### src/rtl/half_adder_if.sv
// rtl/half_adder_if.sv - operand/result bundle for the registered half adder
//
// Purpose: groups the operand handshake and the registered results so the
//    adder and its driver share one typed connection.
// Signals:
//    in_valid     operand pair present this cycle
//    in1, in2     WIDTH-bit unsigned operands
//    out_valid    result registered from a pair accepted on the previous edge
//    sum          WIDTH-bit registered sum (mod 2^WIDTH)
//    carry        registered carry-out
//    carry_count  saturating count of accepted pairs that produced a carry
// Modports:
//    master  drives operands, observes results (the stimulus side)
//    slave   observes operands, drives results (the adder)

interface half_adder_if #(
   parameter int WIDTH     = 1,
   parameter int CNT_WIDTH = 16
);
   logic                 in_valid;
   logic [WIDTH-1:0]     in1;
   logic [WIDTH-1:0]     in2;
   logic                 out_valid;
   logic [WIDTH-1:0]     sum;
   logic                 carry;
   logic [CNT_WIDTH-1:0] carry_count;

   modport master (
      output in_valid, in1, in2,
      input  out_valid, sum, carry, carry_count
   );

   modport slave (
      input  in_valid, in1, in2,
      output out_valid, sum, carry, carry_count
   );
endinterface

### src/rtl/half_adder.sv
// rtl/half_adder.sv - registered WIDTH-bit half adder with saturating carry counter
//
// Purpose: adds two unsigned WIDTH-bit operands (no carry-in); sum and
//    carry-out are registered one clock after a valid pair. A saturating
//    counter records how many accepted pairs produced a carry.
// Ports:
//    clk    rising-edge clock
//    rst_n  synchronous active-low reset, priority over in_valid
//    ha     half_adder_if.slave: in_valid/in1/in2 in,
//           out_valid/sum/carry/carry_count out
// Parameters:
//    WIDTH      operand and sum width (1..32); must match the interface
//    CNT_WIDTH  carry counter width; must match the interface

module half_adder #(
   parameter int WIDTH     = 1,
   parameter int CNT_WIDTH = 16
) (
   input  logic          clk,
   input  logic          rst_n,
   half_adder_if.slave   ha
);

   // One extra bit holds the carry-out of the unsigned addition.
   logic [WIDTH:0]       full;

   logic                 out_valid_q;
   logic [WIDTH-1:0]     sum_q;
   logic                 carry_q;
   logic [CNT_WIDTH-1:0] carry_count_q;

   always_comb begin
      full = {1'b0, ha.in1} + {1'b0, ha.in2};
   end

   always_ff @(posedge clk) begin
      if (!rst_n) begin
         out_valid_q   <= 1'b0;
         sum_q         <= '0;
         carry_q       <= 1'b0;
         carry_count_q <= '0;
      end else begin
         out_valid_q <= ha.in_valid;
         // Operands are only looked at when in_valid is set, so undefined
         // operands on idle cycles never reach state; sum/carry hold.
         if (ha.in_valid) begin
            sum_q   <= full[WIDTH-1:0];
            carry_q <= full[WIDTH];
            // Saturate rather than wrap: an all-ones counter stays put.
            if (full[WIDTH] && (carry_count_q != {CNT_WIDTH{1'b1}})) begin
               carry_count_q <= carry_count_q + 1'b1;
            end
         end
      end
   end

   assign ha.out_valid   = out_valid_q;
   assign ha.sum         = sum_q;
   assign ha.carry       = carry_q;
   assign ha.carry_count = carry_count_q;

endmodule

### src/flat_wrapper.sv
// flat-port wrapper written by rule: the top's interface ports become plain ports
module half_adder_flat 
#(
   parameter int WIDTH     = 1,
   parameter int CNT_WIDTH = 16
)
  (clk, rst_n, ha_in_valid, ha_in1, ha_in2, ha_out_valid, ha_sum, ha_carry, ha_carry_count);
  half_adder_if #(.WIDTH(WIDTH), .CNT_WIDTH(CNT_WIDTH)) ha_i ();
  input  logic clk;
  input  logic rst_n;
  input wire logic [$bits(ha_i.in_valid)-1:0] ha_in_valid;
  input wire logic [$bits(ha_i.in1)-1:0] ha_in1;
  input wire logic [$bits(ha_i.in2)-1:0] ha_in2;
  output wire logic [$bits(ha_i.out_valid)-1:0] ha_out_valid;
  output wire logic [$bits(ha_i.sum)-1:0] ha_sum;
  output wire logic [$bits(ha_i.carry)-1:0] ha_carry;
  output wire logic [$bits(ha_i.carry_count)-1:0] ha_carry_count;
  assign ha_i.in_valid = ha_in_valid;
  assign ha_i.in1 = ha_in1;
  assign ha_i.in2 = ha_in2;
  assign ha_out_valid = ha_i.out_valid;
  assign ha_sum = ha_i.sum;
  assign ha_carry = ha_i.carry;
  assign ha_carry_count = ha_i.carry_count;
  half_adder #(.WIDTH(WIDTH), .CNT_WIDTH(CNT_WIDTH)) u_core (.clk(clk), .rst_n(rst_n), .ha(ha_i));
endmodule
### config.mk
export PLATFORM = sky130hd
export DESIGN_NAME = half_adder_flat
export DESIGN_NICKNAME = d
export VERILOG_FILES = /design/src/rtl/half_adder_if.sv /design/src/rtl/half_adder.sv /design/src/flat_wrapper.sv
export SDC_FILE = /design/constraint.sdc
export NUM_CORES = 1
export LEC_CHECK = 0
export BUFFER_PORTS_ARGS = -buffer_cell sky130_fd_sc_hd__buf_2
export CAP_MARGIN = 20
export CELL_PAD_IN_SITES_DETAIL_PLACEMENT = 1
export CELL_PAD_IN_SITES_GLOBAL_PLACEMENT = 1
export CORE_ASPECT_RATIO = 1.2
export CORE_MARGIN = 10
export CORE_UTILIZATION = 38
export DETAILED_ROUTE_END_ITERATION = 10
export PLACE_DENSITY_LB_ADDON = 0.1
export SYNTH_ARGS = -nofsm -noshare
export SYNTH_HDL_FRONTEND = slang
export SYNTH_SLANG_ARGS = --single-unit
### constraint.sdc
create_clock -name clk -period 1.8 [get_ports clk]
set_clock_uncertainty 0.1 [all_clocks]
set_input_delay 0 -clock clk [delete_from_list [all_inputs] [get_ports clk]]
set_output_delay 0 -clock clk [all_outputs]
set_load 0.005 [all_outputs]
; ---- Word level (Yosys, flattened, before mapping)
; Index checks and enable logic that the tools add are counted.
[totals]
regBits = 19
out_inout_bits = 19
elab_cells = 9
[classes]
addsub = 2
n_eq_ne = 1
n_reduce_logical = 2
[ops]
columns = op, count
row1 = 16-bit by 1-bit adder with 16-bit output (second input constant), 1
row2 = 16-bit != test (second input constant), 1
row3 = 1-bit by 1-bit adder with 2-bit output, 1
row4 = 2-bit AND reduction, 1
row5 = 1-bit logical AND, 1

; ---- Longest topological paths before layout
; Gate-level depths: netlist (run 1).
[logic_depth]
word_depth = 3
ltp_mapped = 6
mapped_depth_nobuf = 5

; ---- Least setup slack after synthesis (run 1)
; Ideal clock, no wire load.
[synth_path]
kind = register to register
from = register u_core.carry_count_q[0] (netlist: u_core.ha.carry_count[0])
to = register u_core.carry_count_q[3] (netlist: u_core.ha.carry_count[3])
arrival_time_ps = 1386
required_time_ps = 1576
slack_ps = 190
path_stages_with_launch = 7
cell_sequence = dfxtp_1 > ha_1 > nand4_1 > nor4_2 > buf_4 > nor3_1 > mux2i_1
[synth_via]
elab_chain_cells = 3
[synth_lines]
columns = item, line_no
row1 = start: declaration, half_adder.sv:30  ; logic [CNT_WIDTH-1:0] carry_count_q;
row2 = start signal: assignment, half_adder.sv:51  ; carry_count_q <= carry_count_q + 1'b1;
row3 = "parallel branches: the longest is 3 deep, another holds 16-bit by 1-bit adder with 16-bit output", -
; Several ways; the timed one is not identified.
; A chain may end at the register's enable or synchronous reset.

; ---- Worst setup path after layout (run 1)
[layout_path]
from = register u_core.carry_count_q[0] (netlist: u_core.ha.carry_count[0])
to = register u_core.carry_count_q[2] (netlist: u_core.ha.carry_count[2])
; The elaborated chain is that of the path after synthesis.

==> results of run 1 <==
[placed cells by master (no fill, tap or decap), types with 6 or more instances in the layout]
cell type / count
o21ai_0: 6
dfxtp_1: 16
nand2_1: 12
o31ai_1: 6
a21oi_1: 11
buf_4: 6
buf_2: 24
[worst max-delay path by stage]
stage / end / startpoint / depth (start not counted)
after global placement: u_core.ha.carry_count[10] / u_core.ha.carry_count[0] / 5
after CTS: u_core.ha.carry_count[12] / u_core.ha.carry_count[1] / 5
after floorplan: u_core.ha.carry_count[3] / u_core.ha.carry_count[0] / 6
after global routing: u_core.ha.carry_count[2] / u_core.ha.carry_count[1] / 6
final: u_core.ha.carry_count[2] / u_core.ha.carry_count[0] / 6
after detailed placement: u_core.ha.carry_count[12] / u_core.ha.carry_count[1] / 5
[worst min-delay path, stage by stage, from the launching register on]
cell,delay [ns]
dfxtp_1,0.33
nand2b_1,0.06
a21oi_1,0.06
[cell type report]
type | instances | area [um2]
fillers | 292 | 1100
clock buffers | 4 | 26.3
inverters | 3 | 11.3
repair buffers | 35 | 215
well taps | 31 | 38.8
flip-flops and latches | 19 | 384
multi-input cells | 85 | 574
[layer usage]
metal / track usage / routed length, um
met4: 0.0583 / 80
met5: 0 / 0
met2: 0.235 / 1680
met3: 0.0371 / 142
met1: 0.116 / 1070
[cell families (layout without fill, tap and decap cells)]
group | count (synthesis) | in the layout
simple gates | 52 | 52
compound gates | 26 | 26
flops | 19 | 19
buf+inv | 6 | 42
mux | 5 | 5
fa+ha+maj | 2 | 2
[power by group]
| group | total (uW) | switching (uW) | internal (uW) |
|---|---|---|---|
| clock | 226 | 140 | 86.5 |
| combinational | 46.8 | 25.2 | 21.6 |
| sequential | 429 | 3.12 | 426 |
[sequential cells by signal, summed over array words and instances (netlist names)]
name	count
u_core.ha.carry	1
u_core.ha.carry_count	16
u_core.ha.out_valid	1
u_core.ha.sum	1
[repair_timing]
item | in CTS | in global routing
buffers inserted | 0 | 1
setup endpoints to repair | 0 | 10
hold endpoints to repair | 8 | 0
gates resized for setup | 0 | 7
hold buffers | 5 | 0
[stage by stage]
step	instance area [um2]	hold WS, ns	instances	TNS, ns
final	1250	0.386	177	0
after global routing	1250	0.444	177	-0.0585
after CTS	1220	0.384	175	0
after detailed placement	1140	0.194	166	0
after global placement	1140	0.180	166	0
after floorplan	967	0.0217	110	0
==> results by group, run 1 <==
Timing
  • F_max: 577 MHz
  • Final Max Tran Viols: 0
  • Worst setup margin: 0.0682 ns
  • Headroom to the max-slew limit: 0.694
  • Final setup fails: 0
  • Final min period: 1.73 ns
  • Fin. Hold Viols: 0
  • Worst slew pin tran: 0.459 ns
  • Fin crit share: 0.962

Clocking
  • CTS tree: done
  • Clock latency on the worst-skew pair: 0.31 ns
  • Root Buffer Master: clkbuf_4
  • Maximum root-to-sink buffer count: 2
  • CTS Buf Count: 3
  • H-tree Lvls: 1
  • Clk pin slew, worst setup/hold paths: 0.11 ns
  • Clk sinks: 19

Place
  • Input/output buffers: 23
  • GPL Wtd Cong: 0.751
  • DP Worst Slack: 0.0568 ns
  • Detailed Place HPWL: 2160 um

Yosys
  • Netlist cell types: 29
  • Synth Area in Compound Gates: 0.153
  • Mux contribution to synthesized area: 0.0517
  • Synthesized instance count: 110
  • Number of synthesized flops with an enable pin: 0
  • Synth top area cells: dfxtp_1 (39%), a21oi_1 (6.2%), mux2i_1 (5.2%)
  • Top_reg_cell synth: dfxtp_1
  • Synth Area in Simple Gates: 0.349
  • Post-Syn Area: 967 um2
  • Top cell type's share of synthesized area: 0.393
  • Syn_area_per_cell: 8.79 um2
  • Post-synthesis xor/xnor area fraction: 0
  • Area leader, netlist: dfxtp_1
  • Fraction of registers with async set or reset after synthesis: 0
  • Synth warn: 0
  • Synthesized Nets: 117
  • Most frequent cell after synthesis: dfxtp_1
  • Adder-Cell Fraction of Synth Area: 0.0259
  • Largest family of logic cells by synthesized area: simple AND/OR/NAND/NOR gates
  • Post-synth top cells: dfxtp_1 (19), a21oi_1 (12), nand2_1 (12), o21ai_0 (6), o31ai_1 (6)
  • #FFs+latches synth: 19
  • Register area share after synthesis: 0.393

Route
  • DR WL/cell: 16.8 um
  • Vias: 969
  • Number of vias per cell: 5.47
  • # DRC: 0
  • Drt first-iter violations: 24
  • Routed Antenna Nets: 0
  • First-pass iteration count of the detailed router: 4
  • Routed WL: 2970 um

Pwr
  • Power after layout: 702 uW
  • Peak VDD IR: 0.437 mV
  • P per Cell Area: 562 mW/mm2
  • Lkg Pwr: 0.000507 uW

Setup path
  • CP Launch Type: register
  • Worst flop-to-flop path endpoint: u_core.ha.carry_count[2]
  • Top delay family on crit path: simple AND/OR/NAND/NOR gates
  • Worst R2R Start: u_core.ha.carry_count[0]
  • CP Max Fanout: 7
  • Buf/Inv on CP: 1
  • Slowest stage delay, CP: 0.46 ns
  • Slowest CP cell: or3_2
  • Cell Chain, Critical Path: ha_1 -> nand4_1 -> nor4_2 -> buf_4 -> or3_2 -> a21oi_2
  • Crit path DAT: 1.87 ns
  • R2r worst-path depth: 6
  • Worst Setup End Kind: register
  • Setup CP Type: register to register
  • Crit path required time: 1.94 ns
  • Worst reg2reg setup slack: 0.07 ns

Layout
  • Synthesis-to-layout area growth: 29.2%
  • Ant. Diodes: 0
  • Finished Core Util: 0.531
  • Nets: 154
  • Share of layout cells above drive strength 1: 0.336

Outcome
  • Status: finished, final reports clean

Die
  • DIE AREA: 0.00497 mm2
  • Starting Density: 0.411
  • Core area: 0.00235 mm2
  • Die Wd: 66.1 um
  • # rows: 19
  • I/O Pins: 24
  • Die height: 75.3 um

GRT
  • Total track usage: 0.123
  • Congestion Overflow GR: 0
  • First-pass GRT wire length: 4880 um
  • Number of antenna violations at the first check in global routing: 0
  • Vias in the first global route: 1050
  • Largest net degree at the start of global routing: 14

Hold path
  • WHS Path Cells: 2
  • Min-delay src: u_core.ha.carry
  • Type of the most critical hold path: register to register
  • Hold path endpoint: u_core.ha.carry

Flow run
  • Max Cap Violations: 0
Note: power is estimated with default switching activity, not from simulation.
==> run 2, diff against run 1 <==
CTS_CLUSTER_DIAMETER = 200   (was unset)
SETUP_SLACK_MARGIN = 0.15   (was unset)
==> run 2 against run 1 <==
First-iteration DRC count rose by 21%. Hold slack got worse by 0.080 ns. Cell count rose by 1.1%. Clock power barely moved. Non-clock buffer count rose by 2.
==> results by group, run 2 (synthesis results as in run 1) <==
Clocking
  • Maximum root-to-sink buffer count: 2 (unchanged)
  • H-tree Lvls: 1 (unchanged)
  • Clock latency on the worst-skew pair: 0.31 ns (about the same)
  • Clk sinks: 19 (unchanged)
  • CTS tree: done
  • CTS Buf Count: 3 (unchanged)
  • Root Buffer Master: clkbuf_4
  • Clk pin slew, worst setup/hold paths: 0.11 ns (about the same)

Route
  • First-pass iteration count of the detailed router: 4 (unchanged)
  • Drt first-iter violations: 29 (+21%)
  • Number of vias per cell: 5.57 (+1.7%)
  • Routed WL: 3250 um (+9.6%)
  • Vias: 997 (+2.9%)
  • # DRC: 0 (unchanged)
  • Routed Antenna Nets: 0 (unchanged)
  • DR WL/cell: 18.2 um (+8.4%)

Setup path
  • Crit path required time: 1.93 ns (about the same)
  • Setup CP Type: register to register
  • CP Max Fanout: 7 (unchanged)
  • Crit path DAT: 1.83 ns (-0.04 ns)
  • Worst Setup End Kind: register
  • CP Launch Type: register

Layout
  • Ant. Diodes: 0 (unchanged)
  • Share of layout cells above drive strength 1: 0.432 (+0.0968)
  • Commonest non-fill, non-tap cells in the layout: buf_2 (23), nand2_1 (12), dfxtp_1 (12)
  • Largest register FFs: 16 (unchanged)
  • Most common cell after layout, fill and taps aside: buf_2
  • Finished Core Util: 0.570 (+0.0388)
  • Register area: 392 um2 (+2.0%)
  • Synthesis-to-layout area growth: 38.7%
  • Post-route insts no fill: 179 (+1.1%)
  • Nets: 156 (+1.3%)
  • Fillers: 289 (-1.0%)
  • Multi-input combinational cell area: 643 um2 (+12%)

Die
  • # rows: 19 (unchanged)
  • Die Wd: 66.1 um (unchanged)
  • DIE AREA: 0.00497 mm2 (unchanged)
  • Die height: 75.3 um (unchanged)
  • Core area: 0.00235 mm2 (unchanged)
  • I/O Pins: 24 (unchanged)
  • Starting Density: 0.411 (unchanged)

Hold path
  • Type of the most critical hold path: primary input to register

Pwr
  • Sw Ratio: 0.243 (+0.00357)
  • Gate power share: 0.076 (+0.009)
  • Lkg Pwr: 0.000531 uW (+4.7%)
  • Register share of total power: 0.603 (-0.008)
  • Clock share of power: 0.320 (-0.002)
  • Internal power contribution: 536 uW (+0.38%)
  • Net switching power: 172 uW (+2.4%)
  • Peak VDD IR: 0.568 mV (+30%)
  • P per Cell Area: 528 mW/mm2 (-6.0%)

GRT
  • Congestion Overflow GR: 0 (unchanged)
  • Total track usage: 0.126 (+0.00276)
  • Largest net degree at the start of global routing: 14 (unchanged)
  • Vias in the first global route: 1069 (+1.8%)
  • Number of antenna violations at the first check in global routing: 0 (unchanged)
  • First-pass GRT wire length: 4930 um (+0.98%)

Timing
  • Headroom to the max-slew limit: 0.679 (-0.0152)
  • Final setup fails: 0 (unchanged)
  • RSZ-0062 raised after global routing: yes
  • Setup tns final: 0 ns (unchanged)
  • Final min period: 1.70 ns (-0.0281 ns)
  • Worst slew pin tran: 0.482 ns (+0.0228 ns)
  • Fin. Hold Viols: 0 (unchanged)
  • Fin crit share: 0.946 (-0.0156)
  • F_max: 587 MHz (+1.6%)
  • Final Max Tran Viols: 0 (unchanged)

Flow run
  • Max Cap Violations: 0 (unchanged)

Place
  • Detailed Place HPWL: 2160 um (unchanged)
  • Input/output buffers: 23 (unchanged)
  • Cells after DPL: 166 (unchanged)
  • GPL Wtd Cong: 0.751 (unchanged)

Outcome
  • Status: finished, final reports clean
run 2: stage by stage:
step                worst slack [ns]  total power, uW  hold WS, ns  area (um2)
floorplan                      0.190              457       0.0217         967
global placement               0.137              473        0.180        1140
detailed placement            0.0568              475        0.194        1140
CTS                            0.152              709        0.201        1260
global route                 -0.0303              735        0.344        1340
finish                        0.0963              708        0.306        1340
run 2: power groups by stage:
stage | Clock (uW) | Sequential [uW] | Combinational (uW)
4_1_cts | 234 | 426 | 49.1
2_1_floorplan | 0 | 438 | 19.2
5_1_grt | 247 | 428 | 60.0
6_report | 227 | 427 | 53.9
3_5_place_dp | 0 | 438 | 37.5
3_3_place_gp | 0 | 437 | 35.7
run 2: worst paths after layout:
path / startpoint / end / slack [ns] / cells past startpoint
worst max-delay path: u_core.ha.carry_count[1] / u_core.ha.carry_count[3] / 0.1 / 6
worst min-delay path: ha_in1 / u_core.ha.carry / 0.31 / 4
worst max register to register: u_core.ha.carry_count[1] / u_core.ha.carry_count[3] / 0.1 / 6
worst min register to register: u_core.ha.carry / u_core.ha.carry / 0.39 / 2
run 2: layout make-up:
type	count	area share
Clock buffer	4	0.0196
Tap cell	31	0.0289
Multi-Input combinational cell	85	0.479
Inverter	3	0.00840
Sequential cell	19	0.292
Timing Repair Buffer	37	0.172
run 2: worst max-delay path: stages (launching register included):
cell and delay [ns]:
dfxtp_2 0.37, ha_4 0.14, nand4_1 0.16, nor4_2 0.35, buf_4 0.24, nor3_4 0.05, mux2i_1 0.22
run 2: metal layers:
metal  share of wire  track usage
met5               0            0
met4           0.014       0.0699
met3           0.046       0.0401
met2            0.56        0.242
met1            0.38        0.113
run 2: repair_timing:
item,CTS,global route
endpoints found under the hold margin,8,0
pin swaps,2,10
setup buffers,2,2
setup endpoints to repair,13,15
gates resized for setup,14,16
hold buffers,4,0
cloned,1,0
==> run 3, diff against run 2 <==
ABC_AREA = 1   (was unset)
CORE_UTILIZATION = 36   (was 38)
==> run 3 against run 2 <==
Wire length rose by 4.2%. Sequential share of layout area down 0.73 points. Cell count is 34% higher. Hold slack worse by 0.10 ns. Non-clock buffer count shrank 4. Synthesized area is 11% higher.
==> results by group, run 3 <==
Route
  • First-pass iteration count of the detailed router: 4 (unchanged)
  • Vias: 1185 (+19%)
  • DR WL/cell: 14.2 um (-22%)
  • Number of vias per cell: 4.96 (-11%)
  • Drt first-iter violations: 22 (-24%)
  • Routed WL: 3390 um (+4.2%)
  • # DRC: 0 (unchanged)
  • Routed Antenna Nets: 0 (unchanged)

Yosys
  • Top_reg_cell synth: dfxtp_1
  • Top cell type's share of synthesized area: 0.353 (-0.0398)
  • Fraction of registers with async set or reset after synthesis: 0 (unchanged)
  • Area leader, netlist: dfxtp_1
  • Most frequent cell after synthesis: nand2_1
  • Synth warn: 0 (unchanged)
  • Netlist cell types: 19 (-34%)
  • Syn_area_per_cell: 6.37 um2 (-28%)
  • Register area share after synthesis: 0.353 (-0.0398)
  • Synthesized Nets: 176 (+50%)
  • #FFs+latches synth: 19 (unchanged)
  • Post-Syn Area: 0.00108 mm2 (+11%)
  • Number of synthesized flops with an enable pin: 0 (unchanged)
  • Synth top area cells: dfxtp_1 (35%), nand2_1 (19%), nor2_1 (9.8%)
  • Synthesized instance count: 169 (+54%)
  • Post-synth top cells: nand2_1 (55), nor2_1 (28), dfxtp_1 (19), inv_1 (15), a21oi_1 (12)

Layout
  • Largest register FFs: 16 (unchanged)
  • Synthesis-to-layout area growth: 28.3%
  • Commonest non-fill, non-tap cells in the layout: nand2_1 (53), nor2_1 (25), buf_2 (23)
  • Share of layout cells above drive strength 1: 0.278 (-0.154)
  • Post-Layout Inst Area: 0.00138 mm2 (+2.9%)
  • Post-route insts no fill: 239 (+34%)
  • Nets: 213 (+37%)
  • Most common cell after layout, fill and taps aside: nand2_1
  • Finished Core Util: 0.486 (-0.0836)
  • Ant. Diodes: 0 (unchanged)

Timing
  • Worst slew pin tran: 0.340 ns (-0.141 ns)
  • F_max: 653 MHz (+11%)
  • Final min period: 1.53 ns (-0.172 ns)
  • Final setup fails: 0 (unchanged)
  • Fin. Hold Viols: 0 (unchanged)
  • Final Max Tran Viols: 0 (unchanged)
  • Worst setup margin: 0.268 ns (+0.172 ns)
  • Headroom to the max-slew limit: 0.772 (+0.0930)
  • Fin crit share: 0.851 (-0.0954)
  • RSZ-0062 raised after global routing: no
  • Setup tns final: 0 ns (unchanged)

Clocking
  • Maximum root-to-sink buffer count: 2 (unchanged)
  • Clk pin slew, worst setup/hold paths: 0.12 ns (about the same)
  • CTS Buf Count: 3 (unchanged)
  • H-tree Lvls: 1 (unchanged)
  • Clk sinks: 19 (unchanged)
  • Root Buffer Master: clkbuf_4
  • Clock latency on the worst-skew pair: 0.31 ns (about the same)
  • CTS tree: done

Pwr
  • Peak VDD IR: 0.263 mV (-54%)
  • Lkg Pwr: 0.000581 uW (+9.4%)
  • P per Cell Area: 526 mW/mm2 (-0.37%)

Place
  • Detailed Place HPWL: 2450 um (+14%)
  • Placed Area: 0.00124 mm2 (+8.2%)
  • GPL Wtd Cong: 0.793 (+5.7%)
  • DP Worst Slack: 0.163 ns (+0.106 ns)
  • Cells after DPL: 227 (+37%)
  • Input/output buffers: 23 (unchanged)

Hold path
  • Min-delay src: ha_in2
  • Type of the most critical hold path: primary input to register

Die
  • # rows: 21 (+2)
  • Die Wd: 69.9 um (+5.8%)
  • I/O Pins: 24 (unchanged)
  • DIE AREA: 0.00559 mm2 (+12%)
  • Starting Density: 0.379 (-0.0318)
  • Die height: 79.9 um (+6.1%)
  • Core area: 0.00284 mm2 (+21%)

GRT
  • Total track usage: 0.121 (-0.00473)
  • First-pass GRT wire length: 5620 um (+14%)
  • Largest net degree at the start of global routing: 12 (-2)
  • Number of antenna violations at the first check in global routing: 0 (unchanged)
  • Congestion Overflow GR: 0 (unchanged)
  • Vias in the first global route: 1274 (+19%)

Setup path
  • Worst R2R Start: u_core.ha.carry_count[0]
  • CP Max Fanout: 6 (-1)
  • Critical path origin: u_core.ha.carry_count[0]
  • Crit path DAT: 1.64 ns (-0.19 ns)
  • Crit path required time: 1.91 ns (-0.02 ns)
  • CP Launch Type: register
  • Setup CP Type: register to register
  • Worst Setup End Kind: register

Flow run
  • Max Cap Violations: 0 (unchanged)

Outcome
  • Status: finished, final reports clean
-- run 3: repair_timing --
| item | CTS | global route |
|---|---|---|
| buffers inserted | 0 | 1 |
| hold buffers | 5 | 0 |
| gates resized for setup | 3 | 17 |
| hold endpoints to repair | 10 | 0 |
| gates cloned | 1 | 1 |
| endpoints found under the setup margin | 5 | 14 |
-- run 3: worst max-delay path, stage by stage (launching register included) --
cell	delay [ns]
dfxtp_1	0.36
buf_4	0.15
nand3_1	0.17
nor2_2	0.18
nand2_1	0.10
nor2_1	0.17
nand3_1	0.10
nand2_1	0.07
nor2_1	0.03
-- run 3: power breakdown --
part           switching, uW  internal (uW)
combinational           37.4           29.2
clock                    143           86.5
sequential              3.54            426
-- run 3: cell families after synthesis --
| kind of cell | count (synthesis) | synth area share |
|---|---|---|
| AO/OA/AOI/OAI | 15 | 0.0698 |
| XOR/XNOR | 5 | 0.0407 |
| adder cells (fa/ha/maj) | 2 | 0.0233 |
| buffers and inverters | 20 | 0.0837 |
| flip-flops | 19 | 0.353 |
| AND/OR/NAND/NOR | 108 | 0.429 |
-- run 3: metrics by stage --
step	hold WS [ns]	total power, uW
3_5_place_dp	0.138	490
3_3_place_gp	0.128	488
5_1_grt	0.216	760
4_1_cts	0.165	738
6_report	0.202	726
2_1_floorplan	-0.00655	471
-- run 3: path summary, 6_finish.rpt --
| check | endpoint | slack (ns) | depth (start not counted) |
|---|---|---|---|
| min reg2reg | u_core.ha.carry | 0.38 | 2 |
| max | u_core.ha.carry_count[13] | 0.27 | 8 |
| max reg2reg | u_core.ha.carry_count[13] | 0.27 | 8 |
| min | u_core.ha.carry | 0.20 | 4 |
-- run 3: cell type report --
type                            count  area (um2)
Timing Repair Buffer               33         203
Fill cell                         411        1460
Sequential cell                    19         393
Multi-Input combinational cell    132         652
Tap cell                           34        42.5
Inverter                           17        63.8
Clock buffer                        4        26.3
-- run 3: metal layers --
metal,GRT usage,up-vias,part of all wire
li1,-,606,-
met1,0.118,558,0.41
met2,0.239,16,0.54
met3,0.0311,5,0.037
met4,0.0415,0,0.012
met5,0,-,0
